File: src/rtl/player_mover_if.sv
// Move-request handshake between a requester and the player_mover block.
interface player_mover_if;
   logic       req_valid;
   logic       req_ready;
   logic [9:0] target_x;
   logic [9:0] target_y;

   modport master (
      output req_valid,
      output target_x,
      output target_y,
      input  req_ready
   );

   modport slave (
      input  req_valid,
      input  target_x,
      input  target_y,
      output req_ready
   );
endinterface

File: src/rtl/player_mover.sv
// Moves a 16x16 sprite toward a requested position, one step per frame tick.
// X is resolved first, then Y, then the block waits a number of frame ticks
// before pulsing move_done and accepting the next request.
module player_mover #(
   parameter logic [9:0]  INIT_X        = 10'd32,
   parameter logic [9:0]  INIT_Y        = 10'd32,
   parameter int unsigned STEP_PX       = 2,
   parameter int unsigned SETTLE_FRAMES = 4
) (
   input  logic          clk,
   input  logic          reset,
   input  logic          frame_tick,
   player_mover_if.slave req,
   output logic [9:0]    player_x,
   output logic [9:0]    player_y,
   output logic          busy,
   output logic          move_done
);

   // Largest top-left corner that keeps the sprite inside 640x480.
   localparam logic [9:0]  MaxX      = 10'd624;
   localparam logic [9:0]  MaxY      = 10'd464;
   localparam logic [9:0]  StepPx    = 10'(STEP_PX);
   localparam logic [10:0] StepMag   = 11'(STEP_PX);
   localparam logic [7:0]  SettleCnt = 8'(SETTLE_FRAMES);

   typedef enum logic [2:0] {
      StIdle,
      StMoveX,
      StMoveY,
      StSettle,
      StDone
   } state_e;

   state_e     state_q, state_d;
   logic [9:0] x_q, x_d;
   logic [9:0] y_q, y_d;
   logic [9:0] tx_q, tx_d;
   logic [9:0] ty_q, ty_d;
   logic [7:0] cnt_q, cnt_d;
   logic       handshake;

   // One step toward tgt; the difference is 11-bit signed so it cannot wrap,
   // and a remaining distance within one step lands exactly on the target.
   function automatic logic [9:0] step_toward(input logic [9:0] cur, input logic [9:0] tgt);
      logic signed [10:0] diff;
      logic [10:0]        mag;
      diff = $signed({1'b0, tgt}) - $signed({1'b0, cur});
      mag  = diff[10] ? 11'(-diff) : 11'(diff);
      if (mag <= StepMag) begin
         step_toward = tgt;
      end else if (diff[10]) begin
         step_toward = cur - StepPx;
      end else begin
         step_toward = cur + StepPx;
      end
   endfunction

   // Ready is masked by reset so it stays low while reset is held.
   assign req.req_ready = (state_q == StIdle) && !reset;
   assign handshake     = req.req_valid && req.req_ready;

   assign player_x  = x_q;
   assign player_y  = y_q;
   assign busy      = (state_q != StIdle);
   assign move_done = (state_q == StDone);

   // State and position registers; reset abandons any move immediately.
   always_ff @(posedge clk or posedge reset) begin
      if (reset) begin
         state_q <= StIdle;
         x_q     <= INIT_X;
         y_q     <= INIT_Y;
         tx_q    <= INIT_X;
         ty_q    <= INIT_Y;
         cnt_q   <= 8'd0;
      end else begin
         state_q <= state_d;
         x_q     <= x_d;
         y_q     <= y_d;
         tx_q    <= tx_d;
         ty_q    <= ty_d;
         cnt_q   <= cnt_d;
      end
   end

   // Next-state, position stepping and settle counting.
   always_comb begin
      state_d = state_q;
      x_d     = x_q;
      y_d     = y_q;
      tx_d    = tx_q;
      ty_d    = ty_q;
      cnt_d   = cnt_q;
      unique case (state_q)
         StIdle: begin
            cnt_d = 8'd0;
            if (handshake) begin
               tx_d    = (req.target_x > MaxX) ? MaxX : req.target_x;
               ty_d    = (req.target_y > MaxY) ? MaxY : req.target_y;
               state_d = StMoveX;
            end
         end
         StMoveX: begin
            // Arrival is checked before stepping, so the hand-off to Y is
            // the cycle after the last step and never waits for a tick.
            if (x_q == tx_q) begin
               state_d = StMoveY;
            end else if (frame_tick) begin
               x_d = step_toward(x_q, tx_q);
            end
         end
         StMoveY: begin
            if (y_q == ty_q) begin
               state_d = StSettle;
               cnt_d   = 8'd0;
            end else if (frame_tick) begin
               y_d = step_toward(y_q, ty_q);
            end
         end
         StSettle: begin
            if (cnt_q == SettleCnt) begin
               state_d = StDone;
            end else if (frame_tick) begin
               cnt_d = cnt_q + 8'd1;
            end
         end
         StDone: begin
            state_d = StIdle;
         end
         default: begin
            state_d = StIdle;
         end
      endcase
   end

endmodule

File: src/flat_wrapper.sv
// flat-port wrapper written by rule: the top's interface ports become plain ports
module player_mover_flat 
#(
   parameter logic [9:0]  INIT_X        = 10'd32,
   parameter logic [9:0]  INIT_Y        = 10'd32,
   parameter int unsigned STEP_PX       = 2,
   parameter int unsigned SETTLE_FRAMES = 4
)
  (clk, reset, frame_tick, player_x, player_y, busy, move_done, req_req_valid, req_target_x, req_target_y, req_req_ready);
  player_mover_if req_i ();
  input  logic clk;
  input  logic reset;
  input  logic frame_tick;
  output logic [9:0] player_x;
  output logic [9:0] player_y;
  output logic busy;
  output logic move_done;
  input wire logic [$bits(req_i.req_valid)-1:0] req_req_valid;
  input wire logic [$bits(req_i.target_x)-1:0] req_target_x;
  input wire logic [$bits(req_i.target_y)-1:0] req_target_y;
  output wire logic [$bits(req_i.req_ready)-1:0] req_req_ready;
  assign req_i.req_valid = req_req_valid;
  assign req_i.target_x = req_target_x;
  assign req_i.target_y = req_target_y;
  assign req_req_ready = req_i.req_ready;
  player_mover #(.INIT_X(INIT_X), .INIT_Y(INIT_Y), .STEP_PX(STEP_PX), .SETTLE_FRAMES(SETTLE_FRAMES)) u_core (.clk(clk), .reset(reset), .frame_tick(frame_tick), .req(req_i), .player_x(player_x), .player_y(player_y), .busy(busy), .move_done(move_done));
endmodule
File: config.mk
export PLATFORM = sky130hd
export DESIGN_NAME = player_mover_flat
export DESIGN_NICKNAME = d
export VERILOG_FILES = /design/src/rtl/player_mover_if.sv /design/src/rtl/player_mover.sv /design/src/flat_wrapper.sv
export SDC_FILE = /design/constraint.sdc
export NUM_CORES = 1
export LEC_CHECK = 0
export ABC_CLOCK_PERIOD_IN_PS = 9000
export CAP_MARGIN = 20
export CELL_PAD_IN_SITES_DETAIL_PLACEMENT = 1
export CELL_PAD_IN_SITES_GLOBAL_PLACEMENT = 2
export CORE_MARGIN = 1
export CORE_UTILIZATION = 38
export CTS_BUF_LIST = sky130_fd_sc_hd__clkbuf_8 sky130_fd_sc_hd__clkbuf_16
export CTS_CLUSTER_DIAMETER = 60
export DETAILED_ROUTE_END_ITERATION = 8
export PLACE_DENSITY = 0.94
export SLEW_MARGIN = 40
export SYNTH_ARGS = -nofsm -noshare
export SYNTH_HDL_FRONTEND = slang
export SYNTH_SLANG_ARGS = --single-unit
export TNS_END_PERCENT = 5
File: constraint.sdc
create_clock -name clk -period 9 [get_ports clk]
set_input_delay 2.25 -clock clk [delete_from_list [all_inputs] [get_ports clk]]
set_output_delay 2.25 -clock clk [all_outputs]
set_load 0.05 [all_outputs]
==> summary.md <==
| Metric | Value |
|---|---|
| Post-Route WL | 13500 µm |
| Hold_sp | u_core.cnt_q[7] |
| Worst hold endpoint | u_core.cnt_q[7] |
| Synth Area per Inst | 8.33 µm² |
| Async SR Flop Fraction | 1.00 |
| Mapped Nets | 615 |
| Critical Path Source Type | input pin |
| ANT nets after route | 0 |
| Post-synth EDFFs | 0 |
| Max-Cap Viols | 0 |
| Failing checks | design-rule violations |
| Clock skew | 5.21 ps |
| Crit path DAT | 3700 ps |
| Vias in the first global route | 4448 |
| Final nets | 656 |
| PostCTS Resize Cnt | 0 |
| Post-Layout Cell Count | 734 |
| Initial antenna violation count | 0 |
| Worst Reg-to-Reg Cells | 20 |
| Final setup fails | 0 |
| R2r setup slk | 4100 ps |
| Crit path launch | reset |
| Met1 capacity usage during global routing | 0.266 |
| Clk slew on worst S/H paths | 70 ps |
| Setup WS pre-CTS | 3040 ps |
| # DRC | 2 |
| Status | finished with violations |
| Placed Cells | 725 |
| Area share of the leading cell type in the synthesized netlist | 0.257 |
| Post-synthesis sequential area ratio | 0.280 |
| Clock buffer count from CTS | 5 |
| Multiplexer area fraction after synthesis | 0.0473 |
| Root Driver | clkbuf_16 |
| Die W | 112 µm |
| Cts hold-fix bufs | 0 |
| Final worst slack | 3050 ps |
| Worst hold path depth | 1 |
| DIE HEIGHT | 112 µm |
| Final worst path period need | 5950 ps |
| Worst Hold Class | reg2reg |
| RSZ-0062 raised after global routing | no |
| Total gr overflow | 0 |
| Drt first pass iters | 6 |
| Synth-to-layout area growth | 16.0% |
| Post-CTS setup buffers | 0 |
| Synth Area in Adders | 0.121 |
| Antenna diodes | 0 |
| Initial Util | 0.396 |
| Worst-skew pair later-pin latency | 300 ps |
| PortBufs | 46 |
| Critical path type | in2out |
| Netlist cell types | 74 |
| Nature of the critical path endpoint | primary output |
| Syn Inst Count | 549 |
| XOR/XNOR Fraction of Synth Area | 0.0421 |
| GR met3 Demand/Resource | 0.0212 |
| Tot GR Track Use | 0.218 |
| Largest family of logic cells by synthesized area | compound AO/OA/AOI/OAI gates |
| Setup_tns | 0 ps |
| Initial drt markers | 175 |
| Post-DP HPWL | 10300 µm |
| Compound-Gate Fraction of Synth Area | 0.252 |
| DR WL/cell | 18.3 µm |
| Mapped Area | 0.00458 mm² |
| First-pass GRT wire length | 21900 µm |
| Synthesis Warnings | 0 |
| Crit Path Max Fanout | 3 |
| Gr busiest metal | met2 |
| Worst slew margin | 0.518 |
| CTS tree | done |
| Post-synthesis simple-gate area fraction | 0.202 |
| Clk buf depth | 2 |
| Pins Over Slew Limit | 0 |
| FP Rows | 39 |
| Post-synth top flop | dfrtp_1 |
| Grt met2 use | 0.391 |
| # IOs | 47 |
| H-tree depth | 2 |
| Via Count | 4278 |
| Vias per std cell | 5.83 |
| Synthesized flop and latch total | 51 |
| Layout cells sized above 1 | 0.0541 |
| Placer Congestion | 0.798 |
| Fmax | 168 MHz |
| Fin crit share | 0.661 |
| Largest net degree at the start of global routing | 52 |
| Core area | 0.0116 mm² |
| Critical Path RT | 6750 ps |
| FF-to-FF End | u_core.player_x[9] |
| Die footprint | 0.0125 mm² |
| Sinks on Clock Net | 51 |
| Final-report hold violation count | 0 |
| Post-synth top cells | nand2_1 (49), nor2_1 (49), inv_1 (48) |
| Worst Max-Slew Pin Slew | 724 ps |
| Synth area leader | dfrtp_1 |
| Reg-to-reg startpoint | u_core.tx_q[0] |
| Synth area leaders | dfrtp_1 (26%), ha_1 (10%), a21oi_1 (5.1%) |
## layout by cell type, fill, tap and decap left out, drive strengths merged, types with 16 or more instances in the layout
master / count
o21ai: 28
ha: 38
nor2: 49
nand2: 49
nand3: 16
xnor2: 19
a21oi: 49
clkdlybuf4s50: 46
inv: 49
dfrtp: 47
mux2i: 16
## state kept, by name (all words and copies together), names as in the netlist
register / cells
u_core.player_x: 10
u_core.player_y: 10
u_core.cnt_q: 8
u_core.state_q: 3
u_core.tx_q: 10
u_core.ty_q: 10
## worst max path at each step
stage | to | slack (ps) | cells after the start
detailed placement | req_req_ready | 3040 | 3
floorplan | req_req_ready | 3800 | 1
CTS | req_req_ready | 3040 | 3
finish | req_req_ready | 3050 | 3
global placement | req_req_ready | 3080 | 3
global route | req_req_ready | 2980 | 3
## worst max-delay path: stages
cell,delay [ps]
clkdlybuf4s50_1,440
nor2_1,180
clkdlybuf4s50_1,830
## through the flow
step	util	hold slack [ps]	area, µm²
floorplan	-	446	4580
finish	0.459	487	5310
CTS	0.458	491	5300
global placement	0.446	480	5160
global route	0.459	523	5310
detailed placement	0.446	475	5160
## kinds of logic (layout without fill, tap and decap cells)
logic type / Yosys count / after routing
xor+xnor: 22 / 22
buf+inv: 63 / 105
compound gates: 164 / 164
flops: 51 / 51
simple gates: 186 / 186
mux: 21 / 21
fa+ha+maj: 42 / 42
## layout make-up
| class | instances | area (µm²) |
|---|---|---|
| clock buffer | 5 | 125 |
| inverter | 48 | 180 |
| tap | 143 | 179 |
| clock inverter | 3 | 16.3 |
| timing repair buffer | 49 | 483 |
| sequential | 51 | 1280 |
| fill | 1381 | 6260 |
| multi-input combinational | 435 | 3040 |
## layer usage
layer  vias to the layer above  wire length (µm)
li1                       2081                 -
met3                        21               240
met4                         0               376
met5                         -                 0
met1                      2124              6040
met2                        52              6800
Power is left out: the tool's default activity adds up to more than one toggle a clock period on the data nets, which glitch-free logic cannot reach.
